===== config.mk =====
export PLATFORM = sky130hd
export DESIGN_NAME = mmio_bus_sequencer
export DESIGN_NICKNAME = d
export VERILOG_FILES = /design/src/rtl/mmio_seq_pkg.sv /design/src/rtl/mmio_bus_sequencer.sv
export SDC_FILE = /design/constraint.sdc
export NUM_CORES = 1
export LEC_CHECK = 0
export CORE_MARGIN = 3
export CORE_UTILIZATION = 48
export DETAILED_ROUTE_END_ITERATION = 12
export PLACE_DENSITY = 0.76
export SLEW_MARGIN = 0
export SYNTH_ARGS = -nofsm -noshare
export SYNTH_HDL_FRONTEND = slang
export SYNTH_SLANG_ARGS = --single-unit

===== constraint.sdc =====
create_clock -name clock -period 2.6 [get_ports clock]
set_input_delay 0.78 -clock clock [delete_from_list [all_inputs] [get_ports clock]]
set_output_delay 0.78 -clock clock [all_outputs]
set_load 0.03 [all_outputs]

===== src/rtl/mmio_seq_pkg.sv =====
// mmio_seq_pkg
//   Shared types for mmio_bus_sequencer: the command opcode encoding seen on
//   cmd_op and the sequencer state enumeration.
package mmio_seq_pkg;

  typedef enum logic [1:0] {
    OP_WRITE = 2'd0,
    OP_READ  = 2'd1,
    OP_POLL  = 2'd2,
    OP_WAIT  = 2'd3
  } op_e;

  typedef enum logic [2:0] {
    ST_HOLD,
    ST_IDLE,
    ST_WR_STB,
    ST_RD_STB,
    ST_RD_SMP,
    ST_POLL_GAP,
    ST_WAIT
  } state_e;

endpackage


===== src/rtl/mmio_bus_sequencer.sv =====
// mmio_bus_sequencer
//   CPU-side bus master for memory-mapped peripherals. After reset it holds
//   periph_reset high for RESET_HOLD cycles, then executes one command at a
//   time from a valid/ready port: WRITE, READ, POLL-until-match with a bounded
//   number of read attempts, and WAIT. Every access is a single-cycle
//   active-low cs/rd/wr strobe; all bus outputs are registered.
//
// Ports
//   clock, reset          system clock, asynchronous active-high reset
//   cmd_valid/cmd_ready   command handshake (ready only while idle)
//   cmd_op                0=WRITE 1=READ 2=POLL 3=WAIT
//   cmd_addr              register address
//   cmd_data              WRITE data / POLL mask / WAIT cycle count
//   cmd_cmp               POLL compare value
//   rsp_valid             one-cycle completion pulse
//   rsp_data              last sampled read data
//   rsp_timeout           POLL ended without a match (qualified by rsp_valid)
//   periph_reset          active-high reset to the peripheral
//   cs, rd, wr            active-low bus strobes
//   addr, bus_wdata       bus address and write data
//   bus_rdata             read data, valid the cycle after the rd strobe
module mmio_bus_sequencer
  import mmio_seq_pkg::*;
#(
  parameter int unsigned ADDR_WIDTH   = 3,
  parameter int unsigned DATA_WIDTH   = 8,
  parameter int unsigned RESET_HOLD   = 16,
  parameter int unsigned POLL_TIMEOUT = 1024
) (
  input  logic                  clock,
  input  logic                  reset,
  input  logic                  cmd_valid,
  output logic                  cmd_ready,
  input  logic [1:0]            cmd_op,
  input  logic [ADDR_WIDTH-1:0] cmd_addr,
  input  logic [DATA_WIDTH-1:0] cmd_data,
  input  logic [DATA_WIDTH-1:0] cmd_cmp,
  output logic                  rsp_valid,
  output logic [DATA_WIDTH-1:0] rsp_data,
  output logic                  rsp_timeout,
  output logic                  periph_reset,
  output logic                  cs,
  output logic                  rd,
  output logic                  wr,
  output logic [ADDR_WIDTH-1:0] addr,
  output logic [DATA_WIDTH-1:0] bus_wdata,
  input  logic [DATA_WIDTH-1:0] bus_rdata
);

  localparam int unsigned ATT_W  = $clog2(POLL_TIMEOUT + 1);
  localparam int unsigned HOLD_W = $clog2(RESET_HOLD + 1);

  state_e                state_q, state_d;
  logic [HOLD_W-1:0]     hold_cnt_q, hold_cnt_d;
  logic [ATT_W-1:0]      att_q, att_d;
  logic [DATA_WIDTH-1:0] wait_cnt_q, wait_cnt_d;
  op_e                   op_q, op_d;
  logic [DATA_WIDTH-1:0] mask_q, mask_d;
  logic [DATA_WIDTH-1:0] cmp_q, cmp_d;
  logic [ADDR_WIDTH-1:0] addr_q, addr_d;
  logic [DATA_WIDTH-1:0] wdata_q, wdata_d;
  logic                  cs_q, cs_d;
  logic                  rd_q, rd_d;
  logic                  wr_q, wr_d;
  logic                  periph_reset_q, periph_reset_d;
  logic                  cmd_ready_q, cmd_ready_d;
  logic                  rsp_valid_q, rsp_valid_d;
  logic [DATA_WIDTH-1:0] rsp_data_q, rsp_data_d;
  logic                  rsp_timeout_q, rsp_timeout_d;

  logic poll_match;
  assign poll_match = ((bus_rdata & mask_q) == cmp_q);

  always_comb begin
    state_d       = state_q;
    hold_cnt_d    = hold_cnt_q;
    att_d         = att_q;
    wait_cnt_d    = wait_cnt_q;
    op_d          = op_q;
    mask_d        = mask_q;
    cmp_d         = cmp_q;
    addr_d        = addr_q;
    wdata_d       = wdata_q;
    rsp_data_d    = rsp_data_q;
    rsp_valid_d   = 1'b0;
    rsp_timeout_d = 1'b0;

    unique case (state_q)
      ST_HOLD: begin
        if (hold_cnt_q == HOLD_W'(RESET_HOLD)) begin
          state_d = ST_IDLE;
        end else begin
          hold_cnt_d = hold_cnt_q + HOLD_W'(1);
        end
      end

      ST_IDLE: begin
        if (cmd_valid && cmd_ready_q) begin
          op_d   = op_e'(cmd_op);
          mask_d = cmd_data;
          cmp_d  = cmd_cmp;
          unique case (op_e'(cmd_op))
            OP_WRITE: begin
              addr_d  = cmd_addr;
              wdata_d = cmd_data;
              state_d = ST_WR_STB;
            end
            OP_READ: begin
              addr_d  = cmd_addr;
              state_d = ST_RD_STB;
            end
            OP_POLL: begin
              addr_d  = cmd_addr;
              att_d   = ATT_W'(1);
              state_d = ST_RD_STB;
            end
            OP_WAIT: begin
              // A zero count still spends one cycle in WAIT.
              wait_cnt_d = (cmd_data == '0) ? DATA_WIDTH'(1) : cmd_data;
              state_d    = ST_WAIT;
            end
            default: state_d = ST_IDLE;
          endcase
        end
      end

      ST_WR_STB: begin
        state_d     = ST_IDLE;
        rsp_valid_d = 1'b1;
      end

      ST_RD_STB: begin
        state_d = ST_RD_SMP;
      end

      ST_RD_SMP: begin
        rsp_data_d = bus_rdata;
        if (op_q != OP_POLL || poll_match) begin
          state_d     = ST_IDLE;
          rsp_valid_d = 1'b1;
        end else if (att_q == ATT_W'(POLL_TIMEOUT)) begin
          state_d       = ST_IDLE;
          rsp_valid_d   = 1'b1;
          rsp_timeout_d = 1'b1;
        end else begin
          state_d = ST_POLL_GAP;
        end
      end

      ST_POLL_GAP: begin
        att_d   = att_q + ATT_W'(1);
        state_d = ST_RD_STB;
      end

      ST_WAIT: begin
        if (wait_cnt_q <= DATA_WIDTH'(1)) begin
          state_d     = ST_IDLE;
          rsp_valid_d = 1'b1;
        end else begin
          wait_cnt_d = wait_cnt_q - DATA_WIDTH'(1);
        end
      end

      default: state_d = ST_HOLD;
    endcase

    // Bus-facing outputs are decoded from the next state so that they are
    // registered and line up with the cycle the state is occupied.
    cs_d           = !(state_d == ST_WR_STB || state_d == ST_RD_STB);
    wr_d           = (state_d != ST_WR_STB);
    rd_d           = (state_d != ST_RD_STB);
    periph_reset_d = (state_d == ST_HOLD);
    cmd_ready_d    = (state_d == ST_IDLE);
  end

  always_ff @(posedge clock or posedge reset) begin
    if (reset) begin
      state_q        <= ST_HOLD;
      hold_cnt_q     <= '0;
      att_q          <= '0;
      wait_cnt_q     <= '0;
      op_q           <= OP_WRITE;
      mask_q         <= '0;
      cmp_q          <= '0;
      addr_q         <= '0;
      wdata_q        <= '0;
      cs_q           <= 1'b1;
      rd_q           <= 1'b1;
      wr_q           <= 1'b1;
      periph_reset_q <= 1'b1;
      cmd_ready_q    <= 1'b0;
      rsp_valid_q    <= 1'b0;
      rsp_data_q     <= '0;
      rsp_timeout_q  <= 1'b0;
    end else begin
      state_q        <= state_d;
      hold_cnt_q     <= hold_cnt_d;
      att_q          <= att_d;
      wait_cnt_q     <= wait_cnt_d;
      op_q           <= op_d;
      mask_q         <= mask_d;
      cmp_q          <= cmp_d;
      addr_q         <= addr_d;
      wdata_q        <= wdata_d;
      cs_q           <= cs_d;
      rd_q           <= rd_d;
      wr_q           <= wr_d;
      periph_reset_q <= periph_reset_d;
      cmd_ready_q    <= cmd_ready_d;
      rsp_valid_q    <= rsp_valid_d;
      rsp_data_q     <= rsp_data_d;
      rsp_timeout_q  <= rsp_timeout_d;
    end
  end

  assign cmd_ready    = cmd_ready_q;
  assign rsp_valid    = rsp_valid_q;
  assign rsp_data     = rsp_data_q;
  assign rsp_timeout  = rsp_timeout_q;
  assign periph_reset = periph_reset_q;
  assign cs           = cs_q;
  assign rd           = rd_q;
  assign wr           = wr_q;
  assign addr         = addr_q;
  assign bus_wdata    = wdata_q;

endmodule


==> impl_metrics.tcl, run 1 <==
set metrics [dict create \
    final-seq-area_um2 1780 \
    startpoint "cmd_op[0]" \
    num_rows 30 \
    slew_viol_final 0 \
    min-delay-path-class "reg2reg" \
    final.setup.worst_slack_ns 0.249 \
    skew_ns 0.0135 \
    setup_repair_after_global_routing_missed_its_margin "false" \
    synth_area_leaders "dfrtp_1, mux2_2, ha_1, dfstp_2, o21ai_0" \
    status "completed" \
    syn-cell-area_um2 3420 \
    vdd.ir_drop.worst_v 0.000542 \
    placement.io_buffers 57 \
    r2r.worst_path.cells 5 \
    finalCoreUtilization 0.633 \
    fmaxAchievable_mhz 425 \
    antenna_cells 0 \
    synth_cell_type_count 46 \
    layout_cells_excl_fill 476 \
    drt_iter0_markers 95 \
    multi_input_area_um2 1540 \
    finish.instance_area_um2 4350 \
    drtAntennaViolNets 0 \
    ws_path_type "in2reg" \
    min_period_over_period 0.904 \
    global_route.overflow_total 0 \
    drt_pass1_iterations 4 \
    die_width_um 90.4 \
    first_pass_grt_wire_length_mm 12.6 \
    coreArea_um2 6870 \
    tritoncts "built" \
    vias 2596 \
    layout.filler_cells 550 \
    setup-violations-final 0 \
    areaGrowthSynthToFinish_pct 27.1 \
    static-leakage-power_nw 1.90 \
    placed_area_um2 4120 \
    clock-root-buffer "clkbuf_8" \
    cts_buffers 9 \
    critical_path_required_ns 2.89 \
    initial_antenna_violation_count 0 \
    dieHeight_um 90.4 \
    max_slew_margin 0.488 \
    final_wirelength_mm 7.30 \
    synthFlopType "dfrtp_1" \
    number_of_global_route_vias_before_repair 2665 \
    syn_area_per_cell_um2 11.0 \
    placement.setup.worst_slack_ns -0.0144 \
    worstSetupEndpointType "register" \
    synth-async-reset-ratio 1.00 \
    ys_seq_area_frac 0.521 \
    route.detailed.wl_per_inst_um 15.3 \
    clock_tree.htree_level_count 3 \
    critPathArrivalTime_ns 2.64 \
    crit_path_start_kind "primary input" \
    synth_warnings 0 \
    post_drt_via_cell_ratio 5.45 \
    number_of_failing_hold_endpoints_at_the_final_stage 0 \
    drive_above_1_share 0.179 \
    setup_total_negative_slack_ns 0 \
    clockBufferDepth 2 \
    clk_latency_ns 0.35 \
    synth.ff_latch_count 71 \
    cts_hold_buf 0 \
    die_outline_area_um2 8180 \
    grt_start_max_net_pins 72 \
    syn-num-nets 354 \
    gp_congestion 0.953 \
    crit_path_max_fanout 4 \
    worst_r2r_startpoint "state_q[1]" \
    critPathCapture "periph_reset" \
    synth_top_area_frac 0.490 \
    final_net_count 417 \
    dpl.hpwl_mm 5.26 \
    tightest_slew_ns 0.760 \
    synth.most_common_cell "dfrtp_1" \
    p_per_area_nw_per_um2 1080 \
    register_to_register_path_setup_slack_ns 0.58 \
    clkTransAtPathRegs_ns 0.08 \
    post_cts.resized_instances 0 \
    gr_util_all_layers 0.193 \
    cts_sinks 71 \
    ioPinCount 58 \
    post_cts_buffers 0 \
    drv.max_cap_violation_count 0 \
    list_of_most_frequent_post_synthesis_cells "dfrtp_1, mux2_2, nor2_1, nand2_1, o21ai_0" \
    critical_path.reg2reg.endpoint "wait_cnt_q[0]" \
    post_synthesis_instance_total 312 \
    numPlacedInstances 460 \
    yosys.area.top_type "dfrtp_1" \
    start_util 0.498 \
    fin_crit_ns 2.35 \
    synth_enable_flop_cells 0 \
    drc 0 \
]
## final cells by class
cell class              count  area share
clock buffers               9      0.0285
clock inverters             7      0.0236
inverters                  15      0.0129
multi-input cells         215       0.353
flip-flops and latches     71       0.410
well taps                  96      0.0276
repair buffers             63       0.144
## state kept, by name (all words and copies together), names as in the netlist, 2 cells and up
| name | cells |
|---|---|
| bus_wdata | 8 |
| att_q | 11 |
| wait_cnt_q | 8 |
| addr | 3 |
| op_q | 2 |
| state_q | 3 |
| mask_q | 8 |
| rsp_data | 8 |
| hold_cnt_q | 5 |
| cmp_q | 8 |
## kinds of logic (layout without fill, tap and decap cells)
group           Yosys count  count (layout)  synth area share
xor+xnor                 12              12            0.0307
mux                      36              36             0.118
compound gates           57              57             0.108
flops                    71              71             0.521
fa+ha+maj                10              10            0.0366
simple gates            100             100             0.156
buf+inv                  26              94            0.0300
## worst max-delay path: stages
cell and delay [ns]:
clkdlybuf4s50_1 0.52, inv_1 0.10, ha_1 0.30, o221ai_1 0.19, o311ai_0 0.21, nor2_1 0.29, o2111a_1 0.24
## power by group
group / internal [mW] / switching, mW
Combinational: 0.861 / 0.965
Sequential: 1.54 / 0.323
Clock: 0.552 / 0.448
## how the worst min path moves through the flow
stage | end | start | cells past startpoint
floorplan | hold_cnt_q[4] | hold_cnt_q[4] | 1
global placement | hold_cnt_q[4] | hold_cnt_q[4] | 1
detailed placement | hold_cnt_q[4] | hold_cnt_q[4] | 1
CTS | hold_cnt_q[4] | hold_cnt_q[4] | 1
global route | hold_cnt_q[4] | hold_cnt_q[4] | 1
finish | hold_cnt_q[4] | hold_cnt_q[4] | 1
## through the flow
stage	total power [mW]	hold slack, ns
after floorplan	3.05	0.438
after global placement	3.63	0.453
after detailed placement	3.70	0.463
after CTS	4.72	0.476
after global routing	5.00	0.487
final	4.68	0.474
## placed cells by master (no fill, tap or decap), types with 6 or more instances in the layout
cell type / synthesis / final
a21oi_1: 13 / 13
nand2_1: 21 / 21
and3_1: 9 / 9
nor4_1: 7 / 7
clkbuf_8: 0 / 9
ha_1: 10 / 10
dfrtp_1: 67 / 67
clkdlybuf4s50_1: 0 / 57
nand3_1: 11 / 11
mux2_2: 35 / 35
xnor2_1: 7 / 7
nor3_1: 6 / 6
nor2_1: 23 / 23
inv_1: 15 / 14
o21ai_0: 21 / 21
## layer usage
metal  routed length, µm  up-vias  part of all wire  GRT usage
met5                   0        -                 0          0
met4                  45        0            0.0062     0.0663
met3                 411        6             0.056     0.0625
met2                3590       62              0.49      0.317
met1                3260     1286              0.45      0.240
li1                    -     1242                 -          -
Note: power is estimated with default switching activity, not from simulation.
==> run 2, diff against run 1 <==
Settings changed: CTS_CLUSTER_DIAMETER set to 50.
==> results of run 2 <==
Final layout, timing and power as in run 1 (identical DEF).
==> variant (flow settings as in run 2) <==
The 7 states of `state_e` get a one-hot encoding in 7 bits.
--- a/src/rtl/mmio_seq_pkg.sv
+++ b/src/rtl/mmio_seq_pkg.sv
@@ -11,12 +11,12 @@
   } op_e;
 
-  typedef enum logic [2:0] {
-    ST_HOLD,
-    ST_IDLE,
-    ST_WR_STB,
-    ST_RD_STB,
-    ST_RD_SMP,
-    ST_POLL_GAP,
-    ST_WAIT
+  typedef enum logic [6:0] {
+    ST_HOLD     = 7'b0000001,
+    ST_IDLE     = 7'b0000010,
+    ST_WR_STB   = 7'b0000100,
+    ST_RD_STB   = 7'b0001000,
+    ST_RD_SMP   = 7'b0010000,
+    ST_POLL_GAP = 7'b0100000,
+    ST_WAIT     = 7'b1000000
   } state_e;
 
Function: no difference found for any inputs over 10 cycles, from zero or initial values and one cycle with reset high; not proved beyond that.
==> variant against run 2 <==
Combinational power is 26% lower; wire length rose by 12%; fmax is 2.1% higher; largest power group unchanged; setup slack better by 0.047 ns; area after synthesis up 6.8%; design area up 6.1%; final cell count rose by 12%; total power decreased by 11%; sequential cell count up 4.
==> variant: results (changes against run 2) <==
- Status: finished, final reports clean
- Placed cell count: 515 (+12%)
- Setup violators final: 0 (unchanged)
- Vias per cell: 5.38 (-1.4%)
- Global Route Usage Sum: 0.201 (+0.00837)
- CP arrival: 1.52 ns (-1.12 ns)
- Vias in the first global route: 2845 (+6.8%)
- Pre-CTS setup slack: 0.0350 ns (+0.0494 ns)
- Post-CTS setup buffer count: 0 (unchanged)
- Reg-to-reg startpoint: wait_cnt_q[3]
- Mean Syn Cell Area: 10.2 µm² (-7.2%)
- CP max stage delay: 0.66 ns (+0.14 ns)
- Routed Antenna Nets: 0 (unchanged)
- Final Skew: 0.0102 ns (-0.00337 ns)
- Routed WL per cell: 15.3 µm (about the same)
- Worst slew margin: 0.599 (+0.110)
- Max reg flops: 11 (unchanged)
- Initial DRC Count: 119 (+25%)
- Maximum clock rate: 434 MHz (+2.1%)
- Slowest CP cell: clkdlybuf4s50_1
- Syn Nets: 402 (+14%)
- Layout cells sized above 1: 0.130 (-0.0493)
- Dpl hpwl: 6020 µm (+15%)
- Post-synth cell types: 50 (+8.7%)
- Beginning of the critical path: rd
- Slew Limit Fails: 0 (unchanged)
- Crit-path max FO: 1 (-3)
- Vias after detailed routing: 2856 (+10%)
- Maximum vdd ir drop: 0.426 mV (-21%)
- First-pass GRT wire length: 13800 µm (+8.8%)
- Seq/Total Area, Yosys: 0.515 (-0.00544)
- Largest cells by area after synthesis: dfrtp_1 (48%), nand2_1 (7.5%), mux2_2 (6.5%)
- Crit-path leading delay family: buffers and inverters
- End of the critical path: rd
- Leak pwr: 2.12 nW (+11%)
- Root buffer cell: clkbuf_8
- Reg-to-Reg End: wait_cnt_q[1]
- CTS Buffer Depth: 2 (unchanged)
- Largest net degree at the start of global routing: 48 (-33%)
- R2R Setup Slk: 0.43 ns (-0.15 ns)
- Fin nets: 470 (+13%)
- Most frequent cells after synthesis: nand2_1 (73), dfrtp_1 (70), nor2_1 (23), mux2_2 (21), nand3_1 (14)
- Post-DP Area: 0.00441 mm² (+6.9%)
- Initial antenna violation count: 0 (unchanged)
- Filler instances: 624 (+13%)
- GP Congestion: 0.864 (-9.3%)
- Clock Latency Late Sink: ~0.34 ns
## variant: where the power goes
group          total [mW]  internal [mW]  switching [mW]
Combinational        1.35          0.652           0.696
Sequential           1.88           1.56           0.325
Clock               0.964          0.538           0.425
## variant: worst register-to-register path, delay by kind of cell (launching register included)
| family | cells | cell delay (ns) |
|---|---|---|
| AO/OA/AOI/OAI | 1 | 0.18 |
| flip-flops | 1 | 0.46 |
| multiplexers | 1 | 0.31 |
| AND/OR/NAND/NOR | 2 | 0.89 |
| buffers and inverters | 1 | 0.22 |
## variant: worst min-delay path by stage
stage                        startpoint             to  slack, ns  cells after the start
final                     hold_cnt_q[4]  hold_cnt_q[4]       0.47                      1
after global routing      hold_cnt_q[4]  hold_cnt_q[4]       0.49                      1
after detailed placement  hold_cnt_q[4]  hold_cnt_q[4]       0.46                      1
after global placement          op_q[1]        op_q[1]       0.46                      2
after CTS                 hold_cnt_q[4]  hold_cnt_q[4]       0.48                      1
after floorplan           hold_cnt_q[4]  hold_cnt_q[4]       0.44                      1
## variant: cell families (layout without fill, tap and decap cells)
logic type | Yosys count | in the layout | share of synthesized area
AND/OR/NAND/NOR | 168 | 168 | 0.238
XOR/XNOR | 12 | 12 | 0.0288
buffers and inverters | 22 | 95 | 0.0236
multiplexers | 21 | 21 | 0.0647
adder cells (fa/ha/maj) | 11 | 11 | 0.0377
AO/OA/AOI/OAI | 50 | 50 | 0.0918
flip-flops | 75 | 75 | 0.515
## variant: final cells by class
cell class,instances,area [µm²],share of cell area
repair buffers,66,663,0.144
clock buffers,11,131,0.0285
flip-flops and latches,75,1880,0.408
clock inverters,5,77.6,0.0168
multi-input cells,262,1680,0.365
inverters,13,52.6,0.0114
well taps,99,124,0.0268
## variant: routing by layer
metal  vias to the layer above  track usage  part of all wire
li1                       1396            -                 -
met1                      1397        0.260              0.45
met2                        55        0.340              0.50
met3                         8       0.0362             0.033
met4                         0       0.0696             0.011
met5                         -            0                 0
